## src/rtl/usb_tx_packet_controller_pkg.sv

```systemverilog
// Shared PID encodings, CRC16 constants and FSM state type for the USB
// device-side transmit path.
package usb_tx_packet_controller_pkg;

    typedef enum logic [3:0] {
        OUT   = 4'b0001,
        IN    = 4'b1001,
        SETUP = 4'b1101,
        DATA0 = 4'b0011,
        DATA1 = 4'b1011,
        ACK   = 4'b0010,
        NAK   = 4'b1010,
        STALL = 4'b1110
    } pid_t;

    localparam logic [15:0] CRC16_POLY = 16'hA001;
    localparam logic [15:0] CRC16_INIT = 16'hFFFF;

    typedef enum logic [2:0] {
        ST_IDLE,
        ST_GAP,
        ST_PID,
        ST_PAYLOAD,
        ST_CRC_LO,
        ST_CRC_HI,
        ST_END
    } tx_state_t;

    // PID byte on the wire: check nibble (complement) in the upper half.
    function automatic logic [7:0] pid_byte(pid_t pid);
        return {~pid, pid};
    endfunction

    function automatic logic pid_is_handshake(logic [3:0] pid);
        return (pid == ACK) || (pid == NAK) || (pid == STALL);
    endfunction

    function automatic logic pid_is_data(logic [3:0] pid);
        return (pid == DATA0) || (pid == DATA1);
    endfunction

endpackage

```

## src/rtl/usb_crc16.sv

```systemverilog
// Byte-wide USB CRC16 register (reflected poly, LSB first) with synchronous
// clear and per-byte enable; shared by the TX sequencer and the RX checker.
module usb_crc16
    import usb_tx_packet_controller_pkg::*;
(
    input  logic        clk,
    input  logic        reset,
    input  logic        clear_i,
    input  logic        en_i,
    input  logic [7:0]  data_i,
    output logic [15:0] crc_o
);

    logic [15:0] crc_q;
    logic [15:0] crc_d;
    logic [15:0] step;

    always_comb begin
        step = crc_q ^ {8'h00, data_i};
        for (int i = 0; i < 8; i++) begin
            step = step[0] ? ((step >> 1) ^ CRC16_POLY) : (step >> 1);
        end

        crc_d = crc_q;
        if (clear_i) begin
            crc_d = CRC16_INIT;
        end else if (en_i) begin
            crc_d = step;
        end
    end

    always_ff @(posedge clk) begin
        if (reset) begin
            crc_q <= CRC16_INIT;
        end else begin
            crc_q <= crc_d;
        end
    end

    assign crc_o = crc_q;

endmodule

```

## src/rtl/usb_tx_packet_controller.sv

```systemverilog
// Device-side USB packet sequencer: waits out the bus turnaround gap, then
// streams PID, payload and complemented CRC16 to the transceiver byte by byte.
module usb_tx_packet_controller
    import usb_tx_packet_controller_pkg::*;
#(
    parameter int MAX_LEN    = 8,
    parameter int GAP_CYCLES = 32
) (
    input  logic       clk,
    input  logic       reset,
    input  logic       req_valid,
    input  logic [3:0] req_pid,
    output logic       req_ready,
    input  logic [7:0] pl_data,
    input  logic       pl_valid,
    input  logic       pl_last,
    input  logic       pl_empty,
    output logic       pl_ready,
    output logic [7:0] tx_data,
    output logic       tx_valid,
    input  logic       tx_ready,
    input  logic       rx_active,
    output logic       busy,
    output logic       done,
    output logic       error
);

    localparam int CNT_W = $clog2(MAX_LEN + 1);
    localparam int GAP_W = $clog2(GAP_CYCLES + 1);
    localparam logic [CNT_W-1:0] CNT_MAX = CNT_W'(MAX_LEN);
    localparam logic [GAP_W-1:0] GAP_MAX = GAP_W'(GAP_CYCLES);

    tx_state_t        state_q, state_d;
    logic [3:0]       pid_q, pid_d;
    logic             empty_q, empty_d;
    logic [GAP_W-1:0] gap_q, gap_d;
    logic [CNT_W-1:0] cnt_q, cnt_d;
    logic             last_q, last_d;
    logic             ovl_q, ovl_d;
    logic [7:0]       tx_data_q, tx_data_d;
    logic             tx_valid_q, tx_valid_d;
    logic             done_q, done_d;
    logic             error_q, error_d;

    logic             req_ready_c;
    logic             pl_ready_c;
    logic             take_byte;
    logic             crc_clear;
    logic             crc_en;
    logic [15:0]      crc;

    usb_crc16 u_crc16 (
        .clk     (clk),
        .reset   (reset),
        .clear_i (crc_clear),
        .en_i    (crc_en),
        .data_i  (pl_data),
        .crc_o   (crc)
    );

    always_comb begin
        // NOTE: every signal written here gets a default first, so no branch can leave one unassigned and infer a latch.
        state_d     = state_q;
        pid_d       = pid_q;
        empty_d     = empty_q;
        gap_d       = gap_q;
        cnt_d       = cnt_q;
        last_d      = last_q;
        ovl_d       = ovl_q;
        tx_data_d   = tx_data_q;
        tx_valid_d  = tx_valid_q;
        done_d      = 1'b0;
        error_d     = 1'b0;
        req_ready_c = 1'b0;
        pl_ready_c  = 1'b0;
        take_byte   = 1'b0;
        crc_clear   = 1'b0;
        crc_en      = 1'b0;

        case (state_q)
            ST_IDLE: begin
                req_ready_c = 1'b1;
                if (req_valid) begin
                    pid_d     = req_pid;
                    empty_d   = pl_empty;
                    gap_d     = '0;
                    cnt_d     = '0;
                    last_d    = 1'b0;
                    ovl_d     = 1'b0;
                    crc_clear = 1'b1;
                    if (pid_is_handshake(req_pid) || pid_is_data(req_pid)) begin
                        state_d = ST_GAP;
                    end else begin
                        done_d  = 1'b1;
                        error_d = 1'b1;
                    end
                end
            end

            // Turnaround: any receiver activity restarts the idle count.
            ST_GAP: begin
                if (rx_active) begin
                    gap_d = '0;
                end else if (gap_q == GAP_MAX) begin
                    tx_data_d  = pid_byte(pid_t'(pid_q));
                    tx_valid_d = 1'b1;
                    state_d    = ST_PID;
                end else begin
                    gap_d = gap_q + 1'b1;
                end
            end

            ST_PID: begin
                if (tx_ready) begin
                    if (pid_is_handshake(pid_q)) begin
                        tx_valid_d = 1'b0;
                        done_d     = 1'b1;
                        state_d    = ST_END;
                    end else if (empty_q) begin
                        tx_data_d = ~crc[7:0];
                        state_d   = ST_CRC_LO;
                    end else begin
                        take_byte = 1'b1;
                    end
                end
            end

            ST_PAYLOAD: begin
                if (tx_ready) begin
                    if (last_q || (cnt_q == CNT_MAX)) begin
                        tx_data_d = ~crc[7:0];
                        ovl_d     = ~last_q;
                        state_d   = ST_CRC_LO;
                    end else begin
                        take_byte = 1'b1;
                    end
                end
            end

            ST_CRC_LO: begin
                if (tx_ready) begin
                    tx_data_d = ~crc[15:8];
                    state_d   = ST_CRC_HI;
                end
            end

            ST_CRC_HI: begin
                if (tx_ready) begin
                    tx_valid_d = 1'b0;
                    done_d     = 1'b1;
                    error_d    = ovl_q;
                    state_d    = ST_END;
                end
            end

            ST_END: begin
                state_d = ST_IDLE;
            end

            default: begin
                state_d = ST_IDLE;
            end
        endcase

        // A payload byte is owed to the transceiver; missing data truncates the packet.
        if (take_byte) begin
            if (pl_valid) begin
                pl_ready_c = 1'b1;
                tx_data_d  = pl_data;
                crc_en     = 1'b1;
                cnt_d      = cnt_q + 1'b1;
                last_d     = pl_last;
                state_d    = ST_PAYLOAD;
            end else begin
                tx_valid_d = 1'b0;
                done_d     = 1'b1;
                error_d    = 1'b1;
                state_d    = ST_IDLE;
            end
        end
    end

    // NOTE: registers use non-blocking assignments so every flop samples pre-edge values regardless of statement order.
    always_ff @(posedge clk) begin
        if (reset) begin
            state_q    <= ST_IDLE;
            pid_q      <= 4'h0;
            empty_q    <= 1'b0;
            gap_q      <= '0;
            cnt_q      <= '0;
            last_q     <= 1'b0;
            ovl_q      <= 1'b0;
            tx_data_q  <= 8'h00;
            tx_valid_q <= 1'b0;
            done_q     <= 1'b0;
            error_q    <= 1'b0;
        end else begin
            state_q    <= state_d;
            pid_q      <= pid_d;
            empty_q    <= empty_d;
            gap_q      <= gap_d;
            cnt_q      <= cnt_d;
            last_q     <= last_d;
            ovl_q      <= ovl_d;
            tx_data_q  <= tx_data_d;
            tx_valid_q <= tx_valid_d;
            done_q     <= done_d;
            error_q    <= error_d;
        end
    end

    // A cycle with reset high is discarded, so never advertise a handshake in it.
    assign req_ready = req_ready_c & ~reset;
    assign pl_ready  = pl_ready_c & ~reset;
    assign busy      = (state_q != ST_IDLE) & ~reset;
    assign tx_data   = tx_data_q;
    assign tx_valid  = tx_valid_q;
    assign done      = done_q;
    assign error     = error_q;

endmodule
```

## config.mk

```make
export PLATFORM = sky130hd
export DESIGN_NAME = usb_tx_packet_controller
export DESIGN_NICKNAME = d
export VERILOG_FILES = /design/src/rtl/usb_tx_packet_controller_pkg.sv /design/src/rtl/usb_crc16.sv /design/src/rtl/usb_tx_packet_controller.sv
export SDC_FILE = /design/constraint.sdc
export NUM_CORES = 1
export LEC_CHECK = 0
export CORE_ASPECT_RATIO = 0.8
export CORE_UTILIZATION = 45
export CTS_CLUSTER_DIAMETER = 50
export DETAILED_ROUTE_END_ITERATION = 10
export PLACE_DENSITY = 0.67
export SLEW_MARGIN = 0
export SYNTH_ARGS = -nofsm -noshare
export SYNTH_HDL_FRONTEND = slang
export SYNTH_HIERARCHICAL = 1
export SYNTH_SLANG_ARGS = --single-unit
```

## constraint.sdc

```tcl
create_clock -name clk -period 2.8 [get_ports clk]
set_input_delay 0.28 -clock clk [delete_from_list [all_inputs] [get_ports clk]]
set_output_delay 0.28 -clock clk [all_outputs]
set_load 0.01 [all_outputs]
```

==> run_summary.xml, run 1 <==
<?xml version="1.0" encoding="UTF-8"?>
<metrics>
  <group name="yosys">
    <metric name="yosys_warnings" unit="">6</metric>
    <metric name="synth_top_family_by_area" unit="">simple AND/OR/NAND/NOR gates</metric>
    <metric name="ys_async_sr_fraction" unit="%">0</metric>
    <metric name="synthCells" unit="">355</metric>
    <metric name="synth_fa_ha_area_share" unit="%">2.61</metric>
    <metric name="mappedNetlistNets" unit="">381</metric>
    <metric name="post_synth_mux_area_share" unit="%">2.78</metric>
    <metric name="synth_simple_gate_area_share" unit="%">24.8</metric>
    <metric name="netlist_top_cells_count" unit="">48 x sky130_fd_sc_hd__nand2_1, 47 x sky130_fd_sc_hd__dfxtp_1, 29 x sky130_fd_sc_hd__nor2_1</metric>
    <metric name="compound_gate_portion_of_the_synthesized_area" unit="%">22.1</metric>
    <metric name="synth-edff-count" unit="">0</metric>
    <metric name="yosys.area_share.xor_xnor" unit="%">8.17</metric>
    <metric name="synth-seq-cells" unit="">47</metric>
    <metric name="post_synth_instance_area" unit="um2">2880</metric>
    <metric name="synth_largest_type_area_fraction" unit="%">32.7</metric>
    <metric name="synth.distinct_cells" unit="">66</metric>
    <metric name="yosys.cell_count.top_type" unit="">sky130_fd_sc_hd__nand2_1</metric>
    <metric name="seq_area_frac_synth" unit="%">32.7</metric>
    <metric name="postSynth.topFlopCell" unit="">sky130_fd_sc_hd__dfxtp_1</metric>
    <metric name="top_cells_by_area_in_the_synthesized_netlist" unit="">sky130_fd_sc_hd__dfxtp_1 33%, sky130_fd_sc_hd__nand2_1 6.3%, sky130_fd_sc_hd__xnor2_1 5.2%</metric>
    <metric name="syn_avg_cell_area" unit="um2">8.11</metric>
    <metric name="yosysTopAreaCell" unit="">sky130_fd_sc_hd__dfxtp_1</metric>
  </group>
  <group name="placement">
    <metric name="buffer_ports.inserted" unit="">33</metric>
    <metric name="gpl.final_weighted_congestion" unit="">0.895</metric>
    <metric name="dpl_cell_area" unit="um2">3290</metric>
    <metric name="dp_hpwl" unit="um">5580</metric>
  </group>
  <group name="clocking">
    <metric name="clock-root-buffer" unit="">sky130_fd_sc_hd__clkbuf_8</metric>
    <metric name="cts.sinks" unit="">47</metric>
    <metric name="tritoncts.num_buffers" unit="">5</metric>
    <metric name="hold_buffers" unit="">0</metric>
    <metric name="insertion_delay" unit="ps">300</metric>
    <metric name="htree_num_levels" unit="">2</metric>
    <metric name="clkSlewWorstSetupHoldPaths" unit="ps">90</metric>
    <metric name="clock_path_buffers" unit="">2</metric>
    <metric name="post_cts.repair.setup_buffers" unit="">0</metric>
    <metric name="cts_tree" unit="">yes</metric>
  </group>
  <group name="detailed_routing">
    <metric name="detail_route.wl_per_cell" unit="um">16.4</metric>
    <metric name="remaining_antenna_violation_count_after_routing" unit="">0</metric>
    <metric name="dr.first_iter.drc_count" unit="">311</metric>
    <metric name="wirelength" unit="um">7650</metric>
    <metric name="drtPass1Iterations" unit="">5</metric>
    <metric name="detail_route.drc_violations" unit="">0</metric>
    <metric name="vias" unit="">2697</metric>
    <metric name="post_drt_via_cell_ratio" unit="">5.76</metric>
  </group>
  <group name="sta">
    <metric name="period_share" unit="%">89.1</metric>
    <metric name="max_freq" unit="MHz">401</metric>
    <metric name="maxSlewHeadroom" unit="%">54.4</metric>
    <metric name="rsz0062_at_grt" unit="">false</metric>
    <metric name="hold_violations" unit="">0</metric>
    <metric name="maxSlewViolCount" unit="">0</metric>
    <metric name="timing.final.crit_period" unit="ps">2490</metric>
    <metric name="setup_violations" unit="">0</metric>
    <metric name="tightest_pin_transition" unit="ps">681</metric>
    <metric name="fin_skew" unit="ps">6.61</metric>
    <metric name="setup-tns-final" unit="ps">0</metric>
  </group>
  <group name="global_routing">
    <metric name="globalRouteMet2Util" unit="%">34.1</metric>
    <metric name="grt-ovfl-total" unit="">0</metric>
    <metric name="gr-usage-all-layers" unit="%">24.1</metric>
    <metric name="grt_start_max_net_pins" unit="">37</metric>
    <metric name="via_count_of_the_first_global_routing_pass" unit="">2414</metric>
    <metric name="met3_track_utilization_from_global_routing" unit="%">4.55</metric>
    <metric name="grt.met1_usage" unit="%">36.5</metric>
    <metric name="number_of_antenna_violations_at_the_first_check_in_global_routing" unit="">0</metric>
    <metric name="gr-max-usage-layer" unit="">met1</metric>
    <metric name="global_route_wire_length_before_repair" unit="um">12500</metric>
  </group>
  <group name="power_and_ir_drop">
    <metric name="power.density_cell_area" unit="nW/um2">420</metric>
    <metric name="max-vdd-ir-drop" unit="uV">292</metric>
    <metric name="power_leakage" unit="uW">0.00119</metric>
  </group>
  <group name="floorplanning">
    <metric name="die_w" unit="um">91.4</metric>
    <metric name="floorplan.io_pins" unit="">34</metric>
    <metric name="core_area" unit="um2">6040</metric>
    <metric name="die_area" unit="um2">6730</metric>
    <metric name="standard_cell_rows" unit="">25</metric>
    <metric name="initial_core_util" unit="%">47.7</metric>
    <metric name="fp.dieH" unit="um">73.6</metric>
  </group>
  <group name="worst_setup_path">
    <metric name="startpoint_types" unit="">flop</metric>
    <metric name="worstPathMaxFanout" unit="">36</metric>
    <metric name="setup.worst_path.end_class" unit="">flop</metric>
    <metric name="critPathSlowestCell" unit="">sky130_fd_sc_hd__or4_4</metric>
    <metric name="crit_arrival" unit="ps">2670</metric>
    <metric name="timing.critical_path.slowest_cell_delay" unit="ps">430</metric>
    <metric name="worst-endpoint-required" unit="ps">2980</metric>
    <metric name="worstSetupPathType" unit="">reg -&gt; reg</metric>
    <metric name="path_cells" unit="">inv_1, ha_1, and3b_2, or4_4, and2_4, clkinv_2, buf_4, nand2_1, and2b_1, a221oi_2</metric>
  </group>
  <group name="layout">
    <metric name="syn_to_final_growth" unit="%">18.2</metric>
    <metric name="layout-drive-gt1-share" unit="%">10.6</metric>
    <metric name="final_area" unit="um2">3400</metric>
    <metric name="antenna-diode-count" unit="">0</metric>
    <metric name="final_net_count" unit="">412</metric>
  </group>
  <group name="flow_run">
    <metric name="max-cap-violations" unit="">0</metric>
  </group>
  <group name="hold_path">
    <metric name="holdCritPathClass" unit="">reg -&gt; reg</metric>
  </group>
  <group name="run_status">
    <metric name="run_status" unit="">finished, final reports clean</metric>
  </group>
</metrics>
==> logic make-up after synthesis <==
logic type      after synthesis
simple gates                140
compound gates               90
flops                        47
buf+inv                      39
xor+xnor                     25
mux                           8
fa+ha+maj                     6
==> cell type report <==
class / instances / area, um2
Fill cell: 556 / 2630
Clock inverter: 1 / 7.51
Tap cell: 81 / 101
Clock buffer: 7 / 96.3
Inverter: 12 / 46.3
Multi-Input combinational cell: 269 / 1740
Timing Repair Buffer: 51 / 468
Sequential cell: 47 / 945
==> final timing paths <==
kind / startpoint / endpoint / slack [ps] / cells after the start
max: cnt_q[0] / u_crc16/crc_o[15] / 310 / 10
min: cnt_q[0] / cnt_q[0] / 500 / 2
max reg2reg: cnt_q[0] / u_crc16/crc_o[15] / 310 / 10
min reg2reg: cnt_q[0] / cnt_q[0] / 500 / 2
==> metal layers <==
layer	share of wire [%]	up-vias
met5	0	-
met4	1.1	0
met3	6.9	10
met2	40	100
met1	52	1258
li1	-	1329
==> timing repair <==
item,CTS,global route
endpoints found under the setup margin,1,1
resized for setup,1,4
gates cloned,0,0
hold endpoints to repair,0,0
==> flip-flops by register name, indices dropped and copies added (netlist names), 3 cells and up <==
| signal | flops |
|---|---|
| cnt_q | 4 |
| gap_q | 6 |
| pid_q | 4 |
| state_q | 3 |
| tx_data | 8 |
| u_crc16/crc_o | 16 |
==> layout by cell type, fill, tap and decap left out, types with 4 or more instances in the layout <==
cell type and instances:
sky130_fd_sc_hd__o21ai_0 15, sky130_fd_sc_hd__nand3_1 10, sky130_fd_sc_hd__mux2i_1 8, sky130_fd_sc_hd__a311oi_1 4, sky130_fd_sc_hd__o211ai_1 6, sky130_fd_sc_hd__inv_1 11
sky130_fd_sc_hd__nor3_1 12, sky130_fd_sc_hd__xnor2_1 17, sky130_fd_sc_hd__dfxtp_1 44, sky130_fd_sc_hd__a211oi_1 5, sky130_fd_sc_hd__buf_4 18, sky130_fd_sc_hd__ha_1 6
sky130_fd_sc_hd__and3_1 5, sky130_fd_sc_hd__clkdlybuf4s50_1 32, sky130_fd_sc_hd__a21oi_1 21, sky130_fd_sc_hd__nor3b_1 4, sky130_fd_sc_hd__nand2_1 48, sky130_fd_sc_hd__nand2b_1 5
sky130_fd_sc_hd__clkbuf_8 7, sky130_fd_sc_hd__a31oi_1 5, sky130_fd_sc_hd__nor2_1 29, sky130_fd_sc_hd__xor2_1 7, sky130_fd_sc_hd__nor2b_1 5
==> worst max-delay path, delay by kind of cell, from the launching register on <==
family,cells,cell delay [ps]
buf+inv,3,450
compound gates,1,60
simple gates,5,1270
flops,1,360
fa+ha+maj,1,210
==> power by group <==
part	leakage, uW	internal (uW)	total [uW]	switching, uW
sequential	0.000382	682	702	20.1
clock	0.0000505	225	468	243
combinational	0.000757	117	258	141
==> through the flow <==
stage	power (uW)	util (%)	worst slack (ps)	hold slack (ps)	instances
6_report	1430	56.4	306	501	468
3_3_place_gp	969	54.5	196	477	460
2_1_floorplan	865	-	208	411	355
5_1_grt	1490	56.4	201	508	468
4_1_cts	1430	56.3	23.0	504	468
3_5_place_dp	971	54.5	180	497	460
Power figures use the tool's default switching activity.
==> run 2: changes to the inputs <==
--- a/config.mk
+++ b/config.mk
@@ -10,6 +10,7 @@
 export CTS_CLUSTER_DIAMETER = 50
 export DETAILED_ROUTE_END_ITERATION = 10
 export PLACE_DENSITY = 0.67
+export SKIP_CTS_REPAIR_TIMING = 1
 export SLEW_MARGIN = 0
 export SYNTH_ARGS = -nofsm -noshare
 export SYNTH_HDL_FRONTEND = slang
==> results of run 2 <==
The final DEF is identical to that of run 1; final timing and power are the same.
==> run 3: changes to the inputs <==
--- a/config.mk
+++ b/config.mk
@@ -9,7 +9,7 @@
 export CORE_UTILIZATION = 45
 export CTS_CLUSTER_DIAMETER = 50
 export DETAILED_ROUTE_END_ITERATION = 10
-export PLACE_DENSITY = 0.67
+export PLACE_DENSITY = 0.69
 export SKIP_CTS_REPAIR_TIMING = 1
 export SLEW_MARGIN = 0
 export SYNTH_ARGS = -nofsm -noshare
==> run_summary.xml, run 3 (synthesis results as in run 1) <==
<?xml version="1.0" encoding="UTF-8"?>
<metrics>
  <group name="run_status">
    <metric name="run_status" unit="">finished, final reports clean</metric>
  </group>
  <group name="power_and_ir_drop">
    <metric name="max-vdd-ir-drop" unit="uV">269</metric>
    <metric name="power.density_cell_area" unit="nW/um2">415</metric>
    <metric name="power.total" unit="uW">1400</metric>
    <metric name="power_leakage" unit="uW">0.00118</metric>
  </group>
  <group name="worst_setup_path">
    <metric name="worstSetupPathType" unit="">reg -&gt; reg</metric>
    <metric name="path_cells" unit="">inv_1, ha_1, and3b_2, or4_4, and2_4, clkinv_2, buf_4, nand2_1, and2b_1, a221oi_2</metric>
    <metric name="critPathSlowestCell" unit="">sky130_fd_sc_hd__or4_4</metric>
    <metric name="worst-endpoint-required" unit="ps">2980</metric>
    <metric name="crit_arrival" unit="ps">2650</metric>
    <metric name="startpoint_types" unit="">flop</metric>
    <metric name="worstPathMaxFanout" unit="">36</metric>
    <metric name="timing.critical_path.slowest_cell_delay" unit="ps">430</metric>
    <metric name="setup.worst_path.end_class" unit="">flop</metric>
  </group>
  <group name="flow_run">
    <metric name="max-cap-violations" unit="">0</metric>
  </group>
  <group name="layout">
    <metric name="antenna-diode-count" unit="">0</metric>
    <metric name="syn_to_final_growth" unit="%">17.3</metric>
    <metric name="final_cell_count_no_fill" unit="">466</metric>
    <metric name="most_common_library_cell_in_the_layout_ignoring_fill_and_taps" unit="">sky130_fd_sc_hd__nand2_1</metric>
    <metric name="largest_register_ffs" unit="">16</metric>
    <metric name="number_of_fill_cells_in_the_layout" unit="">561</metric>
    <metric name="utilization" unit="%">56.0</metric>
    <metric name="layout-drive-gt1-share" unit="%">9.61</metric>
    <metric name="final_net_count" unit="">410</metric>
    <metric name="layout.cells.most_common_list" unit="">48 x sky130_fd_sc_hd__nand2_1, 45 x sky130_fd_sc_hd__dfxtp_1, 32 x sky130_fd_sc_hd__clkdlybuf4s50_1</metric>
  </group>
  <group name="detailed_routing">
    <metric name="wirelength" unit="um">7330</metric>
    <metric name="remaining_antenna_violation_count_after_routing" unit="">0</metric>
    <metric name="dr.first_iter.drc_count" unit="">223</metric>
    <metric name="detail_route.wl_per_cell" unit="um">15.7</metric>
    <metric name="vias" unit="">2690</metric>
    <metric name="detail_route.drc_violations" unit="">0</metric>
    <metric name="post_drt_via_cell_ratio" unit="">5.77</metric>
    <metric name="drtPass1Iterations" unit="">4</metric>
  </group>
  <group name="sta">
    <metric name="maxSlewViolCount" unit="">0</metric>
    <metric name="setup-tns-final" unit="ps">0</metric>
    <metric name="period_share" unit="%">88.3</metric>
    <metric name="fin_skew" unit="ps">9.11</metric>
    <metric name="setup_violations" unit="">0</metric>
    <metric name="rsz0062_at_grt" unit="">false</metric>
    <metric name="tightest_pin_transition" unit="ps">734</metric>
    <metric name="max_freq" unit="MHz">404</metric>
    <metric name="timing.final.crit_period" unit="ps">2470</metric>
    <metric name="hold_violations" unit="">0</metric>
    <metric name="hold-worst-slack" unit="ps">498</metric>
    <metric name="maxSlewHeadroom" unit="%">50.8</metric>
  </group>
  <group name="floorplanning">
    <metric name="floorplan.io_pins" unit="">34</metric>
    <metric name="die_area" unit="um2">6730</metric>
    <metric name="standard_cell_rows" unit="">25</metric>
    <metric name="core_area" unit="um2">6040</metric>
    <metric name="fp.dieH" unit="um">73.6</metric>
    <metric name="initial_core_util" unit="%">47.7</metric>
    <metric name="die_w" unit="um">91.4</metric>
  </group>
  <group name="placement">
    <metric name="buffer_ports.inserted" unit="">33</metric>
    <metric name="gpl.final_weighted_congestion" unit="">0.877</metric>
    <metric name="dp_hpwl" unit="um">5420</metric>
    <metric name="dp_cells" unit="">458</metric>
  </group>
  <group name="clocking">
    <metric name="htree_num_levels" unit="">2</metric>
    <metric name="clkSlewWorstSetupHoldPaths" unit="ps">100</metric>
    <metric name="clock_path_buffers" unit="">2</metric>
    <metric name="cts.sinks" unit="">47</metric>
    <metric name="tritoncts.num_buffers" unit="">5</metric>
    <metric name="cts_tree" unit="">yes</metric>
    <metric name="clock-root-buffer" unit="">sky130_fd_sc_hd__clkbuf_8</metric>
    <metric name="insertion_delay" unit="ps">310</metric>
  </group>
  <group name="global_routing">
    <metric name="via_count_of_the_first_global_routing_pass" unit="">2472</metric>
    <metric name="gr-max-usage-layer" unit="">met1</metric>
    <metric name="number_of_antenna_violations_at_the_first_check_in_global_routing" unit="">0</metric>
    <metric name="met3_track_utilization_from_global_routing" unit="%">4.55</metric>
    <metric name="grt.met1_usage" unit="%">34.0</metric>
    <metric name="global_route_wire_length_before_repair" unit="um">12300</metric>
    <metric name="grt-ovfl-total" unit="">0</metric>
    <metric name="grt_start_max_net_pins" unit="">37</metric>
    <metric name="globalRouteMet2Util" unit="%">34.0</metric>
    <metric name="gr-usage-all-layers" unit="%">23.0</metric>
  </group>
  <group name="hold_path">
    <metric name="holdCritPathClass" unit="">reg -&gt; reg</metric>
  </group>
</metrics>
run 3: changes by cell type in the layout (fill, tap and decap cells not counted):
| cell | before | now |
|---|---|---|
| sky130_fd_sc_hd__buf_4 | 18 | 16 |
| sky130_fd_sc_hd__clkbuf_1 | 0 | 1 |
| sky130_fd_sc_hd__clkbuf_8 | 7 | 6 |
| sky130_fd_sc_hd__clkinv_4 | 0 | 1 |
| sky130_fd_sc_hd__clkinvlp_4 | 1 | 0 |
| sky130_fd_sc_hd__dfxtp_1 | 44 | 45 |
| sky130_fd_sc_hd__dfxtp_2 | 3 | 2 |
run 3: worst paths after layout:
kind         startpoint                 to  slack, ps  depth (start not counted)
min            cnt_q[0]           cnt_q[0]        500                          2
min reg2reg    cnt_q[0]           cnt_q[0]        500                          2
max            cnt_q[0]  u_crc16/crc_o[15]        330                         10
max reg2reg    cnt_q[0]  u_crc16/crc_o[15]        330                         10
run 3: layer usage:
metal	up-vias	part of all wire [%]
met1	1273	51
met3	9	5.8
met4	0	1.1
met2	82	42
li1	1326	-
met5	-	0
run 3: power by group:
part           internal [uW]  switching, uW  total, uW
logic                    115            139        254
clock network            203            247        450
registers                682           16.2        699
run 3: stage by stage:
stage / setup slack [ps] / area [um2]
after global placement: 227 / 3280
after detailed placement: 181 / 3280
after global routing: 225 / 3380
final: 327 / 3380
after floorplan: 208 / 2890
after CTS: -31.8 / 3370
run 3: cell type report:
type	instances	area [um2]	area share [%]
tap	81	101	3.00
multi-input combinational	269	1740	51.5
inverter	12	46.3	1.37
clock inverter	1	8.76	0.259
sequential	47	943	27.9
timing repair buffer	49	453	13.4
clock buffer	7	86.3	2.55
run 3: worst max-delay path: cells and delay by family, from the launching register on:
family | cells | cell delay, ps
compound gates | 1 | 60
fa+ha+maj | 1 | 220
flops | 1 | 360
simple gates | 5 | 1240
buf+inv | 3 | 440
